## config.mk

```make
export PLATFORM = sky130hd
export DESIGN_NAME = div_unit
export DESIGN_NICKNAME = d
export VERILOG_FILES = /design/src/rtl/cpu_pkg.sv /design/src/rtl/div_step.sv /design/src/rtl/div_unit.sv
export SDC_FILE = /design/constraint.sdc
export NUM_CORES = 1
export LEC_CHECK = 0
export ABC_AREA = 1
export CORE_ASPECT_RATIO = 1.5
export CORE_UTILIZATION = 30
export DETAILED_ROUTE_END_ITERATION = 16
export PLACE_DENSITY = 0.59
export RECOVER_POWER = 50
export SYNTH_ARGS = -nofsm -noshare
export SYNTH_HDL_FRONTEND = slang
export SYNTH_HIERARCHICAL = 1
export SYNTH_SLANG_ARGS = --single-unit
```

## constraint.sdc

```tcl
create_clock -name clk -period 9.6 [get_ports clk]
set_input_delay 2.4 -clock clk [delete_from_list [all_inputs] [get_ports clk]]
set_output_delay 2.4 -clock clk [all_outputs]
set_load 0.1 [all_outputs]
```

## src/rtl/cpu_pkg.sv

```systemverilog
// Shared CPU definitions: divider state encoding, default operand width and
// iteration-counter width.
package cpu_pkg;

  localparam int DIV_WIDTH = 32;
  localparam int DIV_CNT_W = $clog2(DIV_WIDTH) + 1;

  typedef enum logic [1:0] {
    DIV_IDLE = 2'd0,
    DIV_CALC = 2'd1,
    DIV_FIN  = 2'd2
  } div_state_e;

endpackage

```

## src/rtl/div_step.sv

```systemverilog
// One restoring-division iteration: shift {remainder, quotient} left by one,
// subtract the divisor magnitude when it fits and record the quotient bit.
module div_step
  import cpu_pkg::*;
#(
  parameter int WIDTH = DIV_WIDTH
) (
  input  logic [WIDTH:0]   rem_i,
  input  logic [WIDTH-1:0] quo_i,
  input  logic [WIDTH-1:0] dvs_i,
  output logic [WIDTH:0]   rem_o,
  output logic [WIDTH-1:0] quo_o
);

  logic [WIDTH+1:0] shifted;
  logic [WIDTH:0]   trial;
  logic             fits;

  // The extra top bit keeps the comparison exact even if the accumulator MSB is set.
  assign shifted = {rem_i, quo_i[WIDTH-1]};
  assign fits    = (shifted >= {2'b00, dvs_i});
  assign trial   = shifted[WIDTH:0] - {1'b0, dvs_i};

  assign rem_o = fits ? trial : shifted[WIDTH:0];
  assign quo_o = {quo_i[WIDTH-2:0], fits};

endmodule

```

## src/rtl/div_unit.sv

```systemverilog
// Iterative signed/unsigned integer divider, one quotient bit per cycle,
// fixed latency of WIDTH+1 cycles from an accepted start to done.
module div_unit
  import cpu_pkg::*;
#(
  parameter int WIDTH = DIV_WIDTH
) (
  input  logic             clk,
  input  logic             rst,
  input  logic             start,
  input  logic             sign,
  input  logic [WIDTH-1:0] dividend,
  input  logic [WIDTH-1:0] divisor,
  output logic [WIDTH-1:0] q,
  output logic [WIDTH-1:0] r,
  output logic             busy,
  output logic             done
);

  localparam int CNT_W = $clog2(WIDTH) + 1;
  localparam logic [CNT_W-1:0] LAST_ITER = CNT_W'(WIDTH - 1);

  div_state_e       state_q, state_d;
  logic [WIDTH:0]   rem_q, rem_d;
  logic [WIDTH-1:0] quo_q, quo_d;
  logic [WIDTH-1:0] dvs_q, dvs_d;
  logic [WIDTH-1:0] dvd_q, dvd_d;
  logic             negq_q, negq_d;
  logic             negr_q, negr_d;
  logic             dz_q, dz_d;
  logic [CNT_W-1:0] cnt_q, cnt_d;
  logic [WIDTH-1:0] q_q, q_d;
  logic [WIDTH-1:0] r_q, r_d;

  logic [WIDTH-1:0] dvd_mag, dvs_mag;
  logic [WIDTH:0]   step_rem;
  logic [WIDTH-1:0] step_quo;

  // The most negative value negates to itself, which is its correct unsigned magnitude.
  assign dvd_mag = (sign && dividend[WIDTH-1]) ? -dividend : dividend;
  assign dvs_mag = (sign && divisor[WIDTH-1])  ? -divisor  : divisor;

  div_step #(.WIDTH(WIDTH)) u_step (
    .rem_i (rem_q),
    .quo_i (quo_q),
    .dvs_i (dvs_q),
    .rem_o (step_rem),
    .quo_o (step_quo)
  );

  always_comb begin
    state_d = state_q;
    rem_d   = rem_q;
    quo_d   = quo_q;
    dvs_d   = dvs_q;
    dvd_d   = dvd_q;
    negq_d  = negq_q;
    negr_d  = negr_q;
    dz_d    = dz_q;
    cnt_d   = cnt_q;
    q_d     = q_q;
    r_d     = r_q;
    case (state_q)
      DIV_IDLE: begin
        if (start) begin
          state_d = DIV_CALC;
          rem_d   = '0;
          quo_d   = dvd_mag;
          dvs_d   = dvs_mag;
          dvd_d   = dividend;
          negq_d  = sign & (dividend[WIDTH-1] ^ divisor[WIDTH-1]);
          negr_d  = sign & dividend[WIDTH-1];
          dz_d    = (divisor == '0);
          cnt_d   = '0;
        end
      end
      DIV_CALC: begin
        rem_d = step_rem;
        quo_d = step_quo;
        cnt_d = cnt_q + CNT_W'(1);
        if (cnt_q == LAST_ITER) begin
          state_d = DIV_FIN;
          // Divide-by-zero returns all ones and the untouched dividend in either mode.
          if (dz_q) begin
            q_d = '1;
            r_d = dvd_q;
          end else begin
            q_d = negq_q ? -step_quo : step_quo;
            r_d = negr_q ? -step_rem[WIDTH-1:0] : step_rem[WIDTH-1:0];
          end
        end
      end
      DIV_FIN: state_d = DIV_IDLE;
      default: state_d = DIV_IDLE;
    endcase
  end

  always_ff @(posedge clk) begin
    if (rst) begin
      state_q <= DIV_IDLE;
      rem_q   <= '0;
      quo_q   <= '0;
      dvs_q   <= '0;
      dvd_q   <= '0;
      negq_q  <= 1'b0;
      negr_q  <= 1'b0;
      dz_q    <= 1'b0;
      cnt_q   <= '0;
      q_q     <= '0;
      r_q     <= '0;
    end else begin
      state_q <= state_d;
      rem_q   <= rem_d;
      quo_q   <= quo_d;
      dvs_q   <= dvs_d;
      dvd_q   <= dvd_d;
      negq_q  <= negq_d;
      negr_q  <= negr_d;
      dz_q    <= dz_d;
      cnt_q   <= cnt_d;
      q_q     <= q_d;
      r_q     <= r_d;
    end
  end

  assign q    = q_q;
  assign r    = r_q;
  assign busy = (state_q != DIV_IDLE);
  assign done = (state_q == DIV_FIN);

endmodule

```

==> results.md, run 1 <==
Placed design:
- The final weighted congestion in routability-driven placement is between 0.9 and 1.
- Input and output buffers added on the ports amount to roughly 130.
- The half-perimeter wire length after placement is 44,400 µm.
- After detailed placement, the design holds a cell count of ~3,200.

Timing:
- For the finished layout, the period the worst path requires is a little under 7 ns.
- The tightest slew margin relative to the limit is -180%.
- Setup violations remaining at the end of the flow were counted as 0.
- In the finished design, the share of the clock period the worst path needs comes to a little over 70%.
- The number of pins exceeding their max-slew limit in the final report is about 340.
- The sum of negative setup slack is 0 ns.
- Setup repair after global routing left no endpoint under its margin.
- The number of endpoints with negative hold slack in the final report came to 0.
- The slew at the pin closest to its max-slew limit is approximately 4.2 ns.
- For this run, the top clock speed supported by timing is 147 MHz.
- The worst-case clock skew is about 0.035 ns.

Flow run:
- The tool flagged a number of max-cap violations equal to 5.

Layout:
- The number of antenna diodes in the final layout is 0.
- Relative to the synthesized area, the layout overhead comes to 15.3%.
- At the end of the flow the core is filled with cells to 34.9%.
- The share of layout cells above drive strength 1 is 3.91%.
- After filler insertion, the fill cell instance count of the layout stands at 5,563.
- Once layout is complete, the cells apart from fillers number around 3,200.
- At the end of the flow, the number of nets in the layout was about 2,600.

Power:
- The analysis attributes to net switching a power of ~4.1 mW.
- VDD sags by at most around 430 µV.
- Of the total power, combinational logic draws 71.8%.
- Of the total power, the clock network draws 13.4%.
- Net switching is 57.3% of the power.
- The leakage dissipation is 8.18 nW.
- The sequential cell fraction of total power is 14.8%.
- The post-route total power is 7.13 mW.
- The internal power summed over all cells is approximately 3.0 mW.
- The power density over the cells is 412 nW/µm².

Route:
- The count of unresolved DRC violations after routing is 0.
- The detailed-router iteration count before antenna repair is 5.
- The detailed router placed roughly 16,000 vias in this run.
- In the final routed layout, each cell accounts on average for around 18 µm.
- In this run, the number of DRC markers left after iteration 0 of detailed routing was around 1,100.
- The routed design has 56,900 µm of wire.
- The remaining number of nets flagged by the antenna check after routing is 0.
- Dividing the detail-routed via count by the number of cells gives 4.97.

Yosys:
- The post-synthesis sequential element count is ~200.
- The post-synthesis cell area is 15,000 µm².
- By instance count, the leading cell after synthesis is nand2_1.
- The netlist uses 52 different library cells.
- The number of warning messages in the yosys log is 6.
- For this run, the register share of the synthesized area comes to between 20% and 30%.
- The post-synthesis net count is 2,612.
- Yosys mapped a number of flops with a built-in enable equal to 0.
- For this run, the leading register cell type out of synthesis is dfxtp_1.
- The library cell occupying the most area in the post-synthesis netlist is dfxtp_1.
- Counting flops with an async set or reset pin after synthesis yields a share of 0%.
- After synthesis, the most frequently instantiated cells are 764 x nand2_1, 354 x inv_1, 225 x nor2_1.
- The top-area cell type share of the netlist area is 27.2%.
- The mean post-synth cell area is 5.99 µm².
- The synthesized instance count is 2,506.
- Ranked by total cell area, the synthesized netlist is headed by dfxtp_1 27%, nand2_1 19%, inv_1 8.9%.

Setup path:
- Traced cell by cell, the critical path runs through dlygate4sd3_1, inv_1, nor2_4, clkbuf_1, nor2_4, clkbuf_1, a22oi_1, nand3_1, nand2_1, inv_1.
- At the worst endpoint, the required time is 10.09 ns.
- Of all nets on the critical path, the largest fanout is 70.
- The endpoint type of the worst setup path is a register.
- The library cell contributing the largest single delay on the critical path is clkbuf_1.
- The kind of critical path is input port to register.
- In this design, the stage delay of the slowest critical-path cell is 2.46 ns.
- Data arrives at the worst endpoint at 7.27 ns.
- The number of cells traversed by the worst register-to-register path is 10.
- The kind of start point of the critical path is an input port.

Die:
- In this run the core area contains 100 standard-cell rows.
- The total area inside the core boundary comes to just under 50,000 µm².
- In this run the count of I/O pins placed on the die edge is 134.
- The die is about 280 µm tall.
- The floorplan step set the die width to about 180 µm.
- The die covers 51,000 µm².
- The starting utilization of the core area is 30.3%.

Clocking:
- The tree is rooted in a clkbuf_16.
- After clock tree synthesis, the repair step resized 0 gates.
- The CTS clock-pin slew for the worst setup and hold paths is 0.07 ns.
- CTS built an H-tree with a depth of 1.
- The buffers inserted during post-CTS setup optimization is 0.
- The quantity of hold-fixing buffers added after cts is 0.
- The clock insertion delay at the later pin of the skew report is around 0.56 ns.
- The number of sinks driven by the clock tree is 204.
- Buffers inserted during clock tree synthesis total 23.
- The CTS tree is built.
- The clock passes through at most 3 buffers.

Worst hold path:
- Along the worst hold path, the cell count comes to 2.
- The path class of the lowest-slack min-delay path is register to register.

Outcome:
- The checks that failed: capacitance limit, slew limit.
- The flow ran to the end, but the final reports show violations.

GRT:
- Global routing finished with a remaining overflow of 0.
- The maximum number of pins on one net before global-route repair is 90.
- The number of global-route vias before repair is roughly 16,000.
- The initial antenna violation count is 0.
- In the global route stage, overall resource usage came out at 22.2%.
- The first global-routing pass estimated 87,400 µm of wire.
## logic make-up after synthesis
group	count (synthesis)	share of synthesized area, %
and+or+nand+nor	1317	37.4
AOI/OAI and AO/OA	398	15.1
xor gates and xnor gates	53	3.09
buffers and inverters	496	14.0
adders and majority gates	38	3.22
DFF	204	27.2
## placed cells by master (no fill, tap or decap), types with 10 or more instances in the layout
master | synthesis | layout
inv_1 | 354 | 355
o21a_1 | 14 | 14
nand2_1 | 764 | 763
nor2_2 | 15 | 15
clkdlybuf4s50_1 | 0 | 131
ha_1 | 37 | 37
clkbuf_16 | 0 | 23
a31oi_1 | 18 | 18
o21ai_1 | 14 | 14
o21ai_0 | 103 | 103
nor2_1 | 225 | 225
a211oi_1 | 11 | 11
o221ai_1 | 10 | 10
a21oi_1 | 175 | 175
nand4_1 | 72 | 72
nand2_2 | 10 | 11
nand3_1 | 181 | 181
dfxtp_1 | 204 | 204
xor2_1 | 46 | 46
a22oi_1 | 26 | 26
nor3_1 | 19 | 19
## worst paths after layout
check,start,endpoint,slack (ns)
hold reg to reg,dvd_q[9],dvd_q[9],0.46
setup reg to reg,state_q[0],quo_q[29],4.55
hold / removal,dvd_q[9],dvd_q[9],0.46
setup / recovery,start,quo_q[29],2.82
## layer usage
metal	global-route usage, %	up-vias	routed length, µm
met5	0	-	0
met1	23.6	7342	21600
li1	-	8073	-
met2	41.0	431	28900
met4	15.4	0	4160
met3	2.13	156	2220
## critical path, delay by kind of cell
kind,cells,cell delay (ns)
compound gates,1,0.39
buf+inv,5,3.82
simple gates,4,0.63
## layout make-up
| type | instances | area, µm² | area share [%] |
|---|---|---|---|
| repair buffers | 145 | 1400 | 8.07 |
| clock buffers | 28 | 634 | 3.67 |
| multi-input cells | 1806 | 8830 | 51.0 |
| inverters | 363 | 1360 | 7.88 |
| flip-flops and latches | 204 | 4080 | 23.6 |
| well taps | 663 | 830 | 4.79 |
| clock inverters | 13 | 168 | 0.969 |
## metrics by stage
step	hold WS (ns)	cell area (µm²)	setup slack (ns)
after global placement	0.445	16500	4.79
after floorplan	0.430	15000	5.53
final	0.458	17300	2.82
after CTS	0.465	17300	4.68
after global routing	0.478	17300	2.47
after detailed placement	0.450	16500	4.77
## flip-flops by register name (all words and copies together) (netlist names)
register,count
dvs_q,32
q,32
cnt_q,6
r,32
rem_q,33
negq_q,1
dvd_q,32
quo_q,32
negr_q,1
dz_q,1
state_q,2
## power by group through the flow
stage / logic (mW) / registers (mW) / clock network, mW
global route: 5.80 / 1.06 / 1.00
detailed placement: 5.06 / 1.07 / 0
global placement: 5.05 / 1.07 / 0
CTS: 5.09 / 1.05 / 0.973
finish: 5.12 / 1.05 / 0.953
floorplan: 3.83 / 0.986 / 0
No activity file was read; power rests on OpenSTA's default activity.
==> run 2: changes to the inputs <==
Settings changed: PLACE_DENSITY 0.59 to 0.61.
Clock period 9.6 ns to 6.1 ns, I/O delays scaled along.
==> run 2 against run 1 <==
  * The flow still finishes with violations (capacitance limit, slew limit)
  * Sequential cell count stayed put
  * Count of clock-buffer cells in the layout is 1 lower
  * Clock skew fell by 0.016 ns
  * Clock power is 56% higher
  * Combinational power grew 57%
  * Register-to-register slack lost 2.8 ns
  * Largest power group unchanged
  * Final cell count hardly changed
  * Highest routed layer is now met5
  * Final area barely moved
  * Core utilization hardly changed
  * Sequential power increased by 54%
  * Via count is 0.39% lower
  * Largest cell class unchanged
==> results.md, run 2 (same netlist as run 1, synthesis figures left out) <==
Setup path:
- STA puts the critical path data required time at roughly 6.6 ns.
- The endpoint type of the worst setup path is a register.
- The cell family contributing the most delay on the critical path is buffers and inverters.
- The kind of critical path is input port to register.
- For the worst setup path, the data arrival time is roughly 5.5 ns.
- The critical path goes through buf_4, inv_2, clkbuf_1, o21ai_0, o21bai_1, inv_1.
- For this design, the slowest cell found on the critical path is clkbuf_1.
- Along the worst path, the maximum fanout reaches 83.
- STA classifies the critical path startpoint as an input port.
- The buffering stage count on the worst path with inverters included is 4.
- In this design, the stage delay of the slowest critical-path cell is 2.65 ns.

Timing:
- The number of endpoints with negative hold slack in the final report is 0.
- The number of pins exceeding their max-slew limit in the final report is 205.
- The post-layout minimum cycle time is 4.99 ns.
- The final count of negative-setup-slack endpoints is 0.
- The tightest slew margin relative to the limit is -186%.
- The slew at the pin closest to its max-slew limit is 4.28 ns.
- The worst-case clock skew is 0.0190 ns.
- The worst path setup slack after routing is approximately 1.1 ns.
- The fmax is 200 MHz.
- Setup repair after global routing left no endpoint under its margin.
- Dividing the final minimum period by the clock period gives 81.8%.
- The sum of negative setup slack is 0 ns.

Placed design:
- The count of input and output buffers is 133.
- The minimum setup slack after placement is 1.87 ns.
- The half-perimeter wire length after placement is 41,400 µm.
- The final weighted congestion in routability-driven placement is 0.969.

Clocking:
- After clock tree synthesis, the setup repair step added 0 buffers.
- The tree built by TritonCTS fans out to 204 sinks.
- The tree is rooted in a clkbuf_16.
- The number of gates given a new drive strength after cts is 0.
- The number of CTS-inserted buffers is 23.
- The CTS tree is built.
- After clock tree synthesis, the flow added hold-fix buffers numbering 0.
- In this run the number of H-tree levels came out at 1.
- Clock-pin slew was measured on the worst setup and hold paths at 0.07 ns.
- The clock insertion delay at the later pin of the skew report is roughly 0.55 ns.
- The worst-case clock buffer depth is 3.

Route:
- After detailed routing, no signal wire sits above met5.
- The per-cell via count in the routed design is 4.94.
- For this run, the detailed router's first-pass iteration total came to 5.
- Across all layers, the routed design uses 15,900 vias.
- The aggregate routed wire length is 54,100 µm.
- For this run, design rule violations remaining after detail routing come to 0.
- The detailed-routing wirelength on met1 is 21,600 µm.
- After the first detailed-routing iteration, the DRC count stood at 1,046.
- The routed wire length per instance is 16.8 µm.
- The count of nets left with antenna violations once routing finished came out at 0.
- The detailed-routed wire length on met2 is roughly 27,000 µm.
- The met3 routed wirelength is around 2400 µm.

GRT:
- The number of global-route vias before repair came to 14,900.
- The total grt overflow is 0.
- The wire length of the first global-routing pass is 83,300 µm.
- The maximum number of pins on one net before global-route repair is 90.
- The all-layer global routing usage is 20.9%.
- The initial antenna violation count is 1.

Outcome:
- The checks that failed: capacitance limit, slew limit.
- The run finished, with violations left.

Layout:
- The count of filler cells inserted in the layout is 5,601.
- The number of diodes added for antenna fixing is 0.
- The library cell used most frequently in the layout, excluding fill and tap cells, is nand2_1.
- The register with the most flip-flops in the layout has 33 of them.
- The top register by number of flip-flops is rem_q.
- The share of layout cells above drive strength 1 is 4.02%.
- The area growth from synthesis to layout is 15.3%.
- In the layout the commonest cells are 763 x nand2_1, 355 x inv_1, 227 x nor2_1, 204 x dfxtp_1, 181 x nand3_1.
- The layout net count is 2,652.

Die:
- The die covers a little over 50,000 µm².
- In this run the core area contains 100 standard-cell rows.
- In this run the count of I/O pins placed on the die edge is 134.
- The chip width is around 180 µm.
- The die is 276 µm tall.
- The starting utilization of the core area is 30.3%.
- The core outline area is 49,500 µm².

Worst hold path:
- The path class of the lowest-slack min-delay path is register to register.

Power:
- The largest vdd supply drop is about 740 µV.
- Power spread over the standard cell area amounts to about 640 nW/µm².
- Summed over all cells, the static leakage comes to 8.21 nW.

Flow run:
- The count of max-cap constraint violations is 3.
run 2: cell types whose count changed in the layout (fill, tap and decap cells not counted), moves of 3 or more:
| cell | before | now |
|---|---|---|
| clkdlybuf4s50_1 | 131 | 126 |
| dlygate4sd3_1 | 1 | 6 |
| clkbuf_1 | 7 | 4 |
| buf_4 | 7 | 14 |
run 2: layout make-up:
| class | count | area, µm² | share of cell area [%] |
|---|---|---|---|
| Tap cell | 663 | 830 | 4.79 |
| Clock inverter | 14 | 170 | 0.983 |
| Sequential cell | 204 | 4080 | 23.6 |
| Inverter | 363 | 1360 | 7.88 |
| Clock buffer | 27 | 611 | 3.53 |
| Timing Repair Buffer | 148 | 1430 | 8.29 |
| Multi-Input combinational cell | 1806 | 8810 | 50.9 |
run 2: final timing paths:
path	start	to	slack, ns	depth (start not counted)
worst max-delay path	rst	q[10]	1.11	6
worst max register to register	quo_q[31]	r[20]	1.70	23
worst min-delay path	dvd_q[10]	dvd_q[10]	0.46	2
worst min register to register	dvd_q[10]	dvd_q[10]	0.46	2
run 2: power by group:
part	switching, mW	internal (mW)
registers	0.162	1.46
clock network	0.636	0.852
logic	5.58	2.46
total	6.38	4.77
run 2: stage by stage:
stage               instance area (µm²)  cells  hold slack (ns)  power, mW  util [%]
floorplan                         15000   2506            0.430       7.58         -
global placement                  16500   3184            0.441       9.55      33.4
detailed placement                16500   3184            0.448       9.57      33.4
CTS                               17300   3225            0.459       11.1      35.0
global route                      17300   3225            0.479       12.3      34.9
finish                            17300   3225            0.459       11.2      34.9
run 2: worst register-to-register path, cell delays in order (launching register included):
cell	delay (ns)
dfxtp_1	0.32
inv_1	0.06
ha_1	0.14
inv_1	0.07
fa_1	0.44
nand3_1	0.13
nand3_2	0.13
nand2_2	0.10
nand2_2	0.06
nand2_2	0.48
nand3_4	0.54
nand2_1	0.19
nand2_1	0.11
inv_1	0.11
ha_1	0.19
nand2_1	0.10
nor2_2	0.18
nor2_2	0.07
nor2_2	0.26
nand2_1	0.12
nand2_1	0.08
nand2_1	0.05
o21ai_1	0.12
a21oi_1	0.07
run 2: metal layers:
metal / GRT usage, % / up-vias
met2: 38.6 / 467
li1: - / 8081
met3: 2.35 / 136
met4: 11.2 / 2
met1: 23.4 / 7253
met5: 0 / -
